### src/rtl/outerprodrc_gemm_pkg.sv
// Shared types and helpers for the rate-coded outer-product GEMM tile:
// FSM encoding, stream-mode constants, result-width derivation and bit reversal.
package outerprodrc_gemm_pkg;

  localparam int MODE_EXACT  = 0;
  localparam int MODE_APPROX = 1;

  typedef enum logic [1:0] {
    ST_IDLE  = 2'd0,
    ST_RUN   = 2'd1,
    ST_DRAIN = 2'd2
  } state_t;

  // Worst case HIDDEN*(2^N-1)^2 always fits in this many bits.
  function automatic int out_width(input int bitwidth, input int hidden);
    return 2 * bitwidth + $clog2(hidden);
  endfunction

  // Reverses the low 'width' bits of v; upper result bits are zero.
  function automatic logic [31:0] bitrev(input logic [31:0] v, input int width);
    logic [31:0] r;
    r = '0;
    for (int b = 0; b < width; b++) r[b] = v[width-1-b];
    return r;
  endfunction

endpackage

### src/rtl/outerprodrc_gemm_cell.sv
// One output cell: HIDDEN AND gates, a registered popcount stage and the
// running accumulator for that (i,j) position.
module outerprodrc_gemm_cell
  import outerprodrc_gemm_pkg::*;
#(
  parameter int HIDDEN      = 4,
  parameter int OUTBITWIDTH = 18
) (
  input  logic                   clk,
  input  logic                   rst_n,
  input  logic                   clr,
  input  logic                   en,
  input  logic [HIDDEN-1:0]      row,
  input  logic [HIDDEN-1:0]      col,
  output logic [OUTBITWIDTH-1:0] acc
);

  localparam int PW = $clog2(HIDDEN + 1);

  logic [PW-1:0] pop;
  logic [PW-1:0] pop_q;

  // NOTE: every variable written in always_comb gets a default first, so no path can infer a latch.
  always_comb begin
    pop = '0;
    for (int k = 0; k < HIDDEN; k++) pop = pop + PW'(row[k] & col[k]);
  end

  // A frozen stream cycle loads zero into the popcount stage, so it adds nothing.
  // NOTE: sequential state uses non-blocking assignments so every register samples pre-edge values.
  always_ff @(posedge clk or negedge rst_n) begin
    if (!rst_n) begin
      pop_q <= '0;
      acc   <= '0;
    end else if (clr) begin
      pop_q <= '0;
      acc   <= '0;
    end else begin
      pop_q <= en ? pop : '0;
      acc   <= acc + OUTBITWIDTH'(pop_q);
    end
  end

endmodule

### src/rtl/outerprodrc_gemm.sv
// Rate-coded outer-product GEMM tile: latches one operand batch, streams it
// against a shared counter for a fixed window and emits the counted products.
module outerprodrc_gemm
  import outerprodrc_gemm_pkg::*;
#(
  parameter int  HIDDEN      = 4,
  parameter int  ROWNUM      = 2,
  parameter int  COLNUM      = 2,
  parameter int  BITWIDTH    = 8,
  parameter int  MODE        = MODE_EXACT,
  localparam int OUTBITWIDTH = out_width(BITWIDTH, HIDDEN)
) (
  input  logic                                 iClk,
  input  logic                                 iRstN,
  input  logic                                 iEn,
  input  logic                                 iClr,
  input  logic                                 iStart,
  input  logic [HIDDEN*ROWNUM*BITWIDTH-1:0]    iData0,
  input  logic [HIDDEN*COLNUM*BITWIDTH-1:0]    iData1,
  output logic [ROWNUM*COLNUM*OUTBITWIDTH-1:0] oData,
  output logic                                 oValid,
  output logic                                 oBusy
);

  localparam int CW = (MODE == MODE_APPROX) ? BITWIDTH : 2 * BITWIDTH;

  state_t                                state, state_next;
  logic                                  flushed;
  logic [CW-1:0]                         cnt;
  logic [HIDDEN*ROWNUM*BITWIDTH-1:0]     opa;
  logic [HIDDEN*COLNUM*BITWIDTH-1:0]     opb;
  logic [BITWIDTH-1:0]                   row_slice, col_slice;
  logic [HIDDEN*ROWNUM-1:0]              row_bit;
  logic [HIDDEN*COLNUM-1:0]              col_bit;
  logic [ROWNUM*COLNUM*OUTBITWIDTH-1:0]  acc_flat;
  logic                                  start_acc, stream_en, last, done;

  assign start_acc = (state == ST_IDLE) && iStart && !iClr;
  assign stream_en = (state == ST_RUN) && iEn;
  assign last      = stream_en && (cnt == '1);
  assign done      = (state == ST_DRAIN) && flushed && !iClr;

  always_ff @(posedge iClk or negedge iRstN) begin
    if (!iRstN) state <= ST_IDLE;
    else        state <= state_next;
  end

  always_comb begin
    state_next = state;
    case (state)
      ST_IDLE:  if (start_acc) state_next = ST_RUN;
      ST_RUN:   if (last)      state_next = ST_DRAIN;
      ST_DRAIN: if (flushed)   state_next = ST_IDLE;
      default:                 state_next = ST_IDLE;
    endcase
    if (iClr) state_next = ST_IDLE;
  end

  always_comb begin
    oBusy = (state == ST_RUN) || (state == ST_DRAIN);
  end

  // DRAIN spends one cycle letting the last popcount reach the accumulators.
  // NOTE: operand registers are reset too, keeping the datapath fully defined after reset.
  always_ff @(posedge iClk or negedge iRstN) begin
    if (!iRstN) begin
      flushed <= 1'b0;
      cnt     <= '0;
      opa     <= '0;
      opb     <= '0;
      oData   <= '0;
      oValid  <= 1'b0;
    end else begin
      flushed <= (state == ST_DRAIN) && !flushed && !iClr;
      oValid  <= done;
      if (iClr || start_acc) cnt <= '0;
      else if (stream_en)    cnt <= cnt + CW'(1);
      if (start_acc) begin
        opa <= iData0;
        opb <= iData1;
      end
      if (iClr)      oData <= '0;
      else if (done) oData <= acc_flat;
    end
  end

  if (MODE == MODE_APPROX) begin : g_approx
    assign row_slice = cnt[BITWIDTH-1:0];
    assign col_slice = BITWIDTH'(bitrev(32'(cnt), BITWIDTH));
  end else begin : g_exact
    assign row_slice = cnt[BITWIDTH-1:0];
    assign col_slice = cnt[2*BITWIDTH-1:BITWIDTH];
  end

  // A stream bit is 1 while the counter slice is still below the operand.
  for (genvar n = 0; n < HIDDEN * ROWNUM; n++) begin : g_row
    assign row_bit[n] = row_slice < opa[n*BITWIDTH +: BITWIDTH];
  end
  for (genvar n = 0; n < HIDDEN * COLNUM; n++) begin : g_col
    assign col_bit[n] = col_slice < opb[n*BITWIDTH +: BITWIDTH];
  end

  for (genvar i = 0; i < ROWNUM; i++) begin : g_i
    for (genvar j = 0; j < COLNUM; j++) begin : g_j
      logic [HIDDEN-1:0] rv, cv;
      for (genvar k = 0; k < HIDDEN; k++) begin : g_k
        assign rv[k] = row_bit[k*ROWNUM + i];
        assign cv[k] = col_bit[k*COLNUM + j];
      end
      outerprodrc_gemm_cell #(
        .HIDDEN      (HIDDEN),
        .OUTBITWIDTH (OUTBITWIDTH)
      ) u_cell (
        .clk   (iClk),
        .rst_n (iRstN),
        .clr   (iClr || start_acc),
        .en    (stream_en),
        .row   (rv),
        .col   (cv),
        .acc   (acc_flat[(i*COLNUM + j)*OUTBITWIDTH +: OUTBITWIDTH])
      );
    end
  end

endmodule

### config.mk
export PLATFORM = sky130hd
export DESIGN_NAME = outerprodrc_gemm
export DESIGN_NICKNAME = d
export VERILOG_FILES = /design/src/rtl/outerprodrc_gemm_pkg.sv /design/src/rtl/outerprodrc_gemm_cell.sv /design/src/rtl/outerprodrc_gemm.sv
export SDC_FILE = /design/constraint.sdc
export NUM_CORES = 1
export LEC_CHECK = 0
export ABC_AREA = 1
export CORE_UTILIZATION = 26
export CTS_CLUSTER_SIZE = 24
export DETAILED_ROUTE_END_ITERATION = 12
export PLACE_DENSITY_LB_ADDON = 0.25
export SYNTH_ARGS = -nofsm -noshare
export SYNTH_HDL_FRONTEND = slang
export SYNTH_SLANG_ARGS = --single-unit
### constraint.sdc
create_clock -name iClk -period 4.8 [get_ports iClk]
set_input_delay 0.72 -clock iClk [delete_from_list [all_inputs] [get_ports iClk]]
set_output_delay 0.72 -clock iClk [all_outputs]
set_load 0.1 [all_outputs]
# Yosys cells after proc, flatten, opt, wreduce, memory -nomap -nowiden
# Cells that the tools add are included.
dict set report word_totals {
  ramBits 0
  n_memories 0
  latchBits 0
  rom_bits 0
  input_bits 133
  output_inout_bits 74
  register_bits 304
}
dict set report op_classes {
  n_eq_ne 6
  div_mod_pow 0
  add_sub_neg 17
  n_shift 0
  muxes 21
  reduce_logical 16
  magnitude_cmp 16
  multipliers 0
  n_bitwise 16
}
# cell n
set ops {}
lappend ops {{$mux W72} 2}
lappend ops {{$lt A8 B8 Y1} 16}
lappend ops {{$add A18 B3 Y18} 4}
lappend ops {{$mux W18} 4}
lappend ops {{$add A3 B3 Y3} 12}
lappend ops {{$mux W16} 2}
lappend ops {{$mux W3} 8}
lappend ops {{$add A16 B1 Y16 const B} 1}
lappend ops {{$and A1 B1 Y1} 16}
lappend ops {{$eq A16 B16 Y1 const B} 1}
lappend ops {{$ne A3 B3 Y1 const B} 3}
lappend ops {{$logic_and A1 B1 Y1} 8}
lappend ops {{$mux W2} 4}
lappend ops {{$pmux W2 S3} 1}
lappend ops {{$reduce_bool A2 Y1} 2}
lappend ops {{$reduce_and A3 Y1} 1}
lappend ops {{$eq A2 B1 Y1 const B} 1}
lappend ops {{$eq A2 B2 Y1 const B} 1}
lappend ops {{$logic_not A1 Y1} 2}
lappend ops {{$logic_not A2 Y1} 1}
lappend ops {{$logic_or A1 B1 Y1} 2}

# Longest topological paths before layout
dict set report logic_depth {
  word_depth 7
  mapped_depth 16
  mapped_depth_nobuf 16
}

# Hierarchy
# Synthesis repeated with hierarchy kept, for this count alone.
dict set report unflattened {
  hier_cells 1926
  hier_area_um2 16106.7
}
# module cells_each instances area_per_inst_um2
set by_module_without_submodules {}
lappend by_module_without_submodules {outerprodrc_gemm 1278 1 11272.1}
lappend by_module_without_submodules {outerprodrc_gemm_cell 162 4 1208.7}

# Worst setup path before layout
# OpenSTA, ideal clock, no wires.
dict set report synth_path {
  kind {reg-to-reg}
  from {register cnt[3]}
  to {register g_i[0].g_j[1].u_cell.pop_q[1]}
  path_buffers 0
  arrival_ps 2384
  path_slack_ps 2296
  required_time_ps 4680
  synth_period_minus_slack_ps 2504
  stages_incl_launch_ff 12
  cell_sequence {dfrtp_1 ha_1 a21oi_1 nand2_1 a21oi_1 nand3_1 fa_1 inv_1 ha_1 ha_1 nand2_1 nor2_1}
}
dict set report synth_between {
  elab_chain_len 7
}
# item line_no
set synth_lines {}
lappend synth_lines {{start: declaration} outerprodrc_gemm.sv:29} ;# logic [CW-1:0] cnt;
lappend synth_lines {{start signal: assignment} outerprodrc_gemm.sv:77} ;# else if (stream_en) cnt <= cnt + CW'(1);
lappend synth_lines {{$lt A8 B8 Y1} outerprodrc_gemm.sv:97} ;# assign row_bit[n] = row_slice < opa[n*BITWIDTH +: BITWIDTH];
lappend synth_lines {{$and A1 B1 Y1} outerprodrc_gemm_cell.sv:26} ;# for (int k = 0; k < HIDDEN; k++) pop = pop + PW'(row[k] & col[k]);
lappend synth_lines {{$add A3 B3 Y3 (2 in series)} outerprodrc_gemm_cell.sv:26}
lappend synth_lines {{$add A3 B3 Y3 *} outerprodrc_gemm_cell.sv:26}
lappend synth_lines {{$mux W3 *} outerprodrc_gemm_cell.sv:39} ;# pop_q <= en ? pop : '0;
lappend synth_lines {{$mux W3 *} outerprodrc_gemm_cell.sv:35} ;# end else if (clr) begin
lappend synth_lines {{end signal: assignment} outerprodrc_gemm_cell.sv:39}
lappend synth_lines {{end: declaration} outerprodrc_gemm_cell.sv:21} ;# logic [PW-1:0] pop_q;
# Mark *: on every way between the ends. The rest lies on a longest branch, timed or not.
# A chain may end at the register's enable or synchronous reset.

# Worst setup path after layout
dict set report layout_path {
  from {register state[0]}
  to {output oBusy}
}
dict set report layout_between {
  elab_chain_len 2
}
# item line_no
set layout_lines {}
lappend layout_lines {{start: declaration} outerprodrc_gemm.sv:27} ;# state_t state, state_next;
lappend layout_lines {{start signal: assignment} outerprodrc_gemm.sv:45} ;# else state <= state_next;
lappend layout_lines {{$eq A2 B1 Y1 or $eq A2 B2 Y1 (tied branches)} outerprodrc_gemm.sv:60} ;# oBusy = (state == ST_RUN) || (state == ST_DRAIN);
lappend layout_lines {{$logic_or A1 B1 Y1 *} outerprodrc_gemm.sv:60}
lappend layout_lines {{end: declaration} outerprodrc_gemm.sv:22} ;# output logic oBusy
# Marked as above.

==> flow_summary.ini <==
[run_status]
status = complete, no violations

[layout]
syn_to_final_growth_pct = 25.7
fin_nets = 2400
diodes = 0
drive_above_1_share_pct = 5.49
multi_input_area_sq_um = 7250
fillers = 6412
seq_area_sq_um = 7610

[clocking]
cts_setup_buffers = 0
clk_pin_slew_worst_paths_ns = 0.06
h-tree-depth = 2
cts-root-buf = clkbuf_16
cts_inserted_buffers = 38
cts.repair.resized = 0
clk_latency_ns = 0.55
tritoncts = built
cts_num_sinks = 304
clock_path_buffers = 3
cts_hold_buf = 0

[yosys]
ys_types = 40
yosysWarnings = 0
synth_edf_count = 0
ys_seq_area_share_pct = 47.0
synthCells = 1927
ys_ff_latch = 304
synth_area_leaders = dfrtp_1 (47%), ha_1 (11%), nand2_1 (8.8%)
synth_nets = 2205
ys_async_sr_fraction_pct = 100
yosysTopAreaCell = dfrtp_1
synth_top_area_share_pct = 47.0
synth-main-ff-cell = dfrtp_1
syn_area_sq_um = 16200
postSynthAreaPerCell_sq_um = 8.40

[sta]
finClkSkew_ns = 0.0254
finalSetupViolCount = 0
fmax_mhz = 313
rsz0062_at_grt = false
fin_crit_sh_pct = 66.6
slew_headroom_pct = 23.6
hold_viol_final = 0
drv_slew = 0
period_needed_ns = 3.20
tightestPinTransition_ns = 1.14
fin_tns_setup_ns = 0

[placed_design]
portBuffers = 206
routabilityCongestion = 0.805
hpwl_um = 32400

[critical_path]
criticalPathCategory = register to primary output
crit_buf_inv = 2
crit_chain = inv_1, ha_1, clkdlybuf4s50_1
crit_cells = 3
worstSetupStartpointType = register
critical-path-max-stage-delay_ns = 1.18
cp_data_arrival_time_ns = 2.48
critical-path-top-delay-family = buffers and inverters
slowest_stage = clkdlybuf4s50_1
worst-path-max-fanout = 3
reg2reg_depth = 11
crit_required_ns = 4.08
crit_path_end_kind = primary output

[power]
ir_worst_vdd_uv = 203
power_mw = 7.61
p_leak_nw = 9.85
power_density_nw_per_um2 = 374

[route]
first_pass_iters = 6
avgViaCountPerCell = 4.42
wl_per_cell_um = 15.2
drc = 0
detail-route-antenna-nets = 0
vias = 13200
routed_wirelength_um = 45300
drt_iter0_markers = 672

[grt]
grt_pass1_wl_um = 73100
antenna_found_initial = 1
overflow = 0
grt_start_max_net_pins = 101
grt_pass1_vias = 13400
grt_use_total_pct = 14.5

[hold_path]
worstHoldPathType = primary input to async pin

[floorplan]
rows = 91
die-area_sq_um = 63300
die_h_um = 252
die_w_um = 252
start_util_pct = 26.3
design.core.area_sq_um = 61600
pin_count = 207

[job]
drv_cap = 0
[worst reg2reg max path: cells and delay by family, from the launching register on]
family	cells	cell delay, ns
adder cells (fa/ha/maj)	4	1.34
flip-flops	1	0.73
AND/OR/NAND/NOR	3	0.26
buffers and inverters	1	0.04
AO/OA/AOI/OAI	3	0.63
[metrics by stage]
stage	hold slack [ns]	setup slack [ns]	cells	util [%]	instance area, sq um
6_report	0.253	1.60	2985	33.0	20300
3_3_place_gp	0.466	1.65	2919	30.9	19000
4_1_cts	0.281	1.51	2985	33.0	20300
2_1_floorplan	0.424	2.30	1927	-	16200
3_5_place_dp	0.464	1.58	2919	30.9	19000
5_1_grt	0.316	1.39	2985	33.0	20300
[state kept, by name, summed over array words and instances, names as in the netlist]
name and count:
flushed 1, cnt 16, g_i.g_j.u_cell.pop_q 12, oValid 1, g_i.g_j.u_cell.acc 72, opa 64
opb 64, state 2, oData 72
[layer usage]
layer | global-route usage (%) | wire, um | share of wire [%] | up-vias
li1 | - | - | - | 6600
met1 | 19.0 | 20900 | 46 | 6280
met2 | 24.6 | 21700 | 48 | 243
met3 | 2.27 | 1690 | 3.7 | 60
met4 | 4.25 | 956 | 2.1 | 2
met5 | 0 | 11 | 0.024 | -
[power breakdown]
group / switching, mW / total (mW) / internal [mW]
Combinational: 0.898 / 1.43 / 0.537
Clock: 1.13 / 3.07 / 1.94
Sequential: 0.134 / 3.10 / 2.97
Total: 2.16 / 7.61 / 5.44
[cells by family (layout without fill, tap and decap cells)]
kind of cell,after synthesis,count (layout),share of synthesized area [%]
mux,16,16,1.14
buf+inv,305,526,8.23
simple gates,841,841,21.9
xor+xnor,3,3,0.162
compound gates,313,313,10.0
fa+ha+maj,145,145,11.6
flops,304,304,47.0
[synthesized netlist by cell type (3+ instances only)]
| cell type | number |
|---|---|
| a211oi_1 | 4 |
| nor2_4 | 8 |
| ha_1 | 137 |
| buf_6 | 16 |
| fa_1 | 8 |
| nor3_1 | 16 |
| mux2_2 | 15 |
| nand3b_1 | 4 |
| clkbuf_1 | 10 |
| a21oi_1 | 209 |
| nor2_2 | 5 |
| buf_1 | 3 |
| o21ai_0 | 80 |
| or2_2 | 3 |
| nand4_1 | 14 |
| buf_2 | 21 |
| nor2_1 | 270 |
| inv_2 | 4 |
| buf_4 | 11 |
| nand3_1 | 129 |
| o21a_1 | 7 |
| inv_1 | 240 |
| o21ai_1 | 6 |
| xor2_1 | 3 |
| nand2_1 | 379 |
| nand2_2 | 5 |
| dfrtp_1 | 304 |
[final cells by class]
cell class | count | share of cell area (%)
sequential | 304 | 37.4
multi-input combinational | 1318 | 35.6
timing repair buffer | 216 | 10.8
clock buffer | 56 | 5.71
tap | 837 | 5.15
inverter | 244 | 4.50
clock inverter | 10 | 0.873
[placed cells by master, fill, tap and decap left out, types with 7 or more instances in the layout]
cell type and n:
nand3_1 129, clkbuf_1 7, nor2_4 8, inv_1 240
mux2_2 15, dfrtp_1 304, nor2_1 270, nand4_1 14
fa_1 8, ha_1 137, clkdlybuf4s50_1 205, o21ai_0 80
clkbuf_8 8, clkbuf_16 41, nor3_1 16, nand2_1 379
o21a_1 7, a21oi_1 209
[path summary, 6_finish.rpt]
kind	start	slack [ns]	to
setup / recovery	state[0]	1.60	oBusy
hold / removal	iRstN	0.25	oData[29]
setup reg to reg	cnt[13]	1.64	g_i[1].g_j[0].u_cell.pop_q[1]
hold reg to reg	g_i[0].g_j[1].u_cell.acc[0]	0.48	oData[18]
max in group asynchronous	iRstN	3.51	g_i[1].g_j[0].u_cell.acc[5]
min in group iClk	g_i[0].g_j[1].u_cell.acc[0]	0.48	oData[18]
Power figures use the tool's default switching activity.
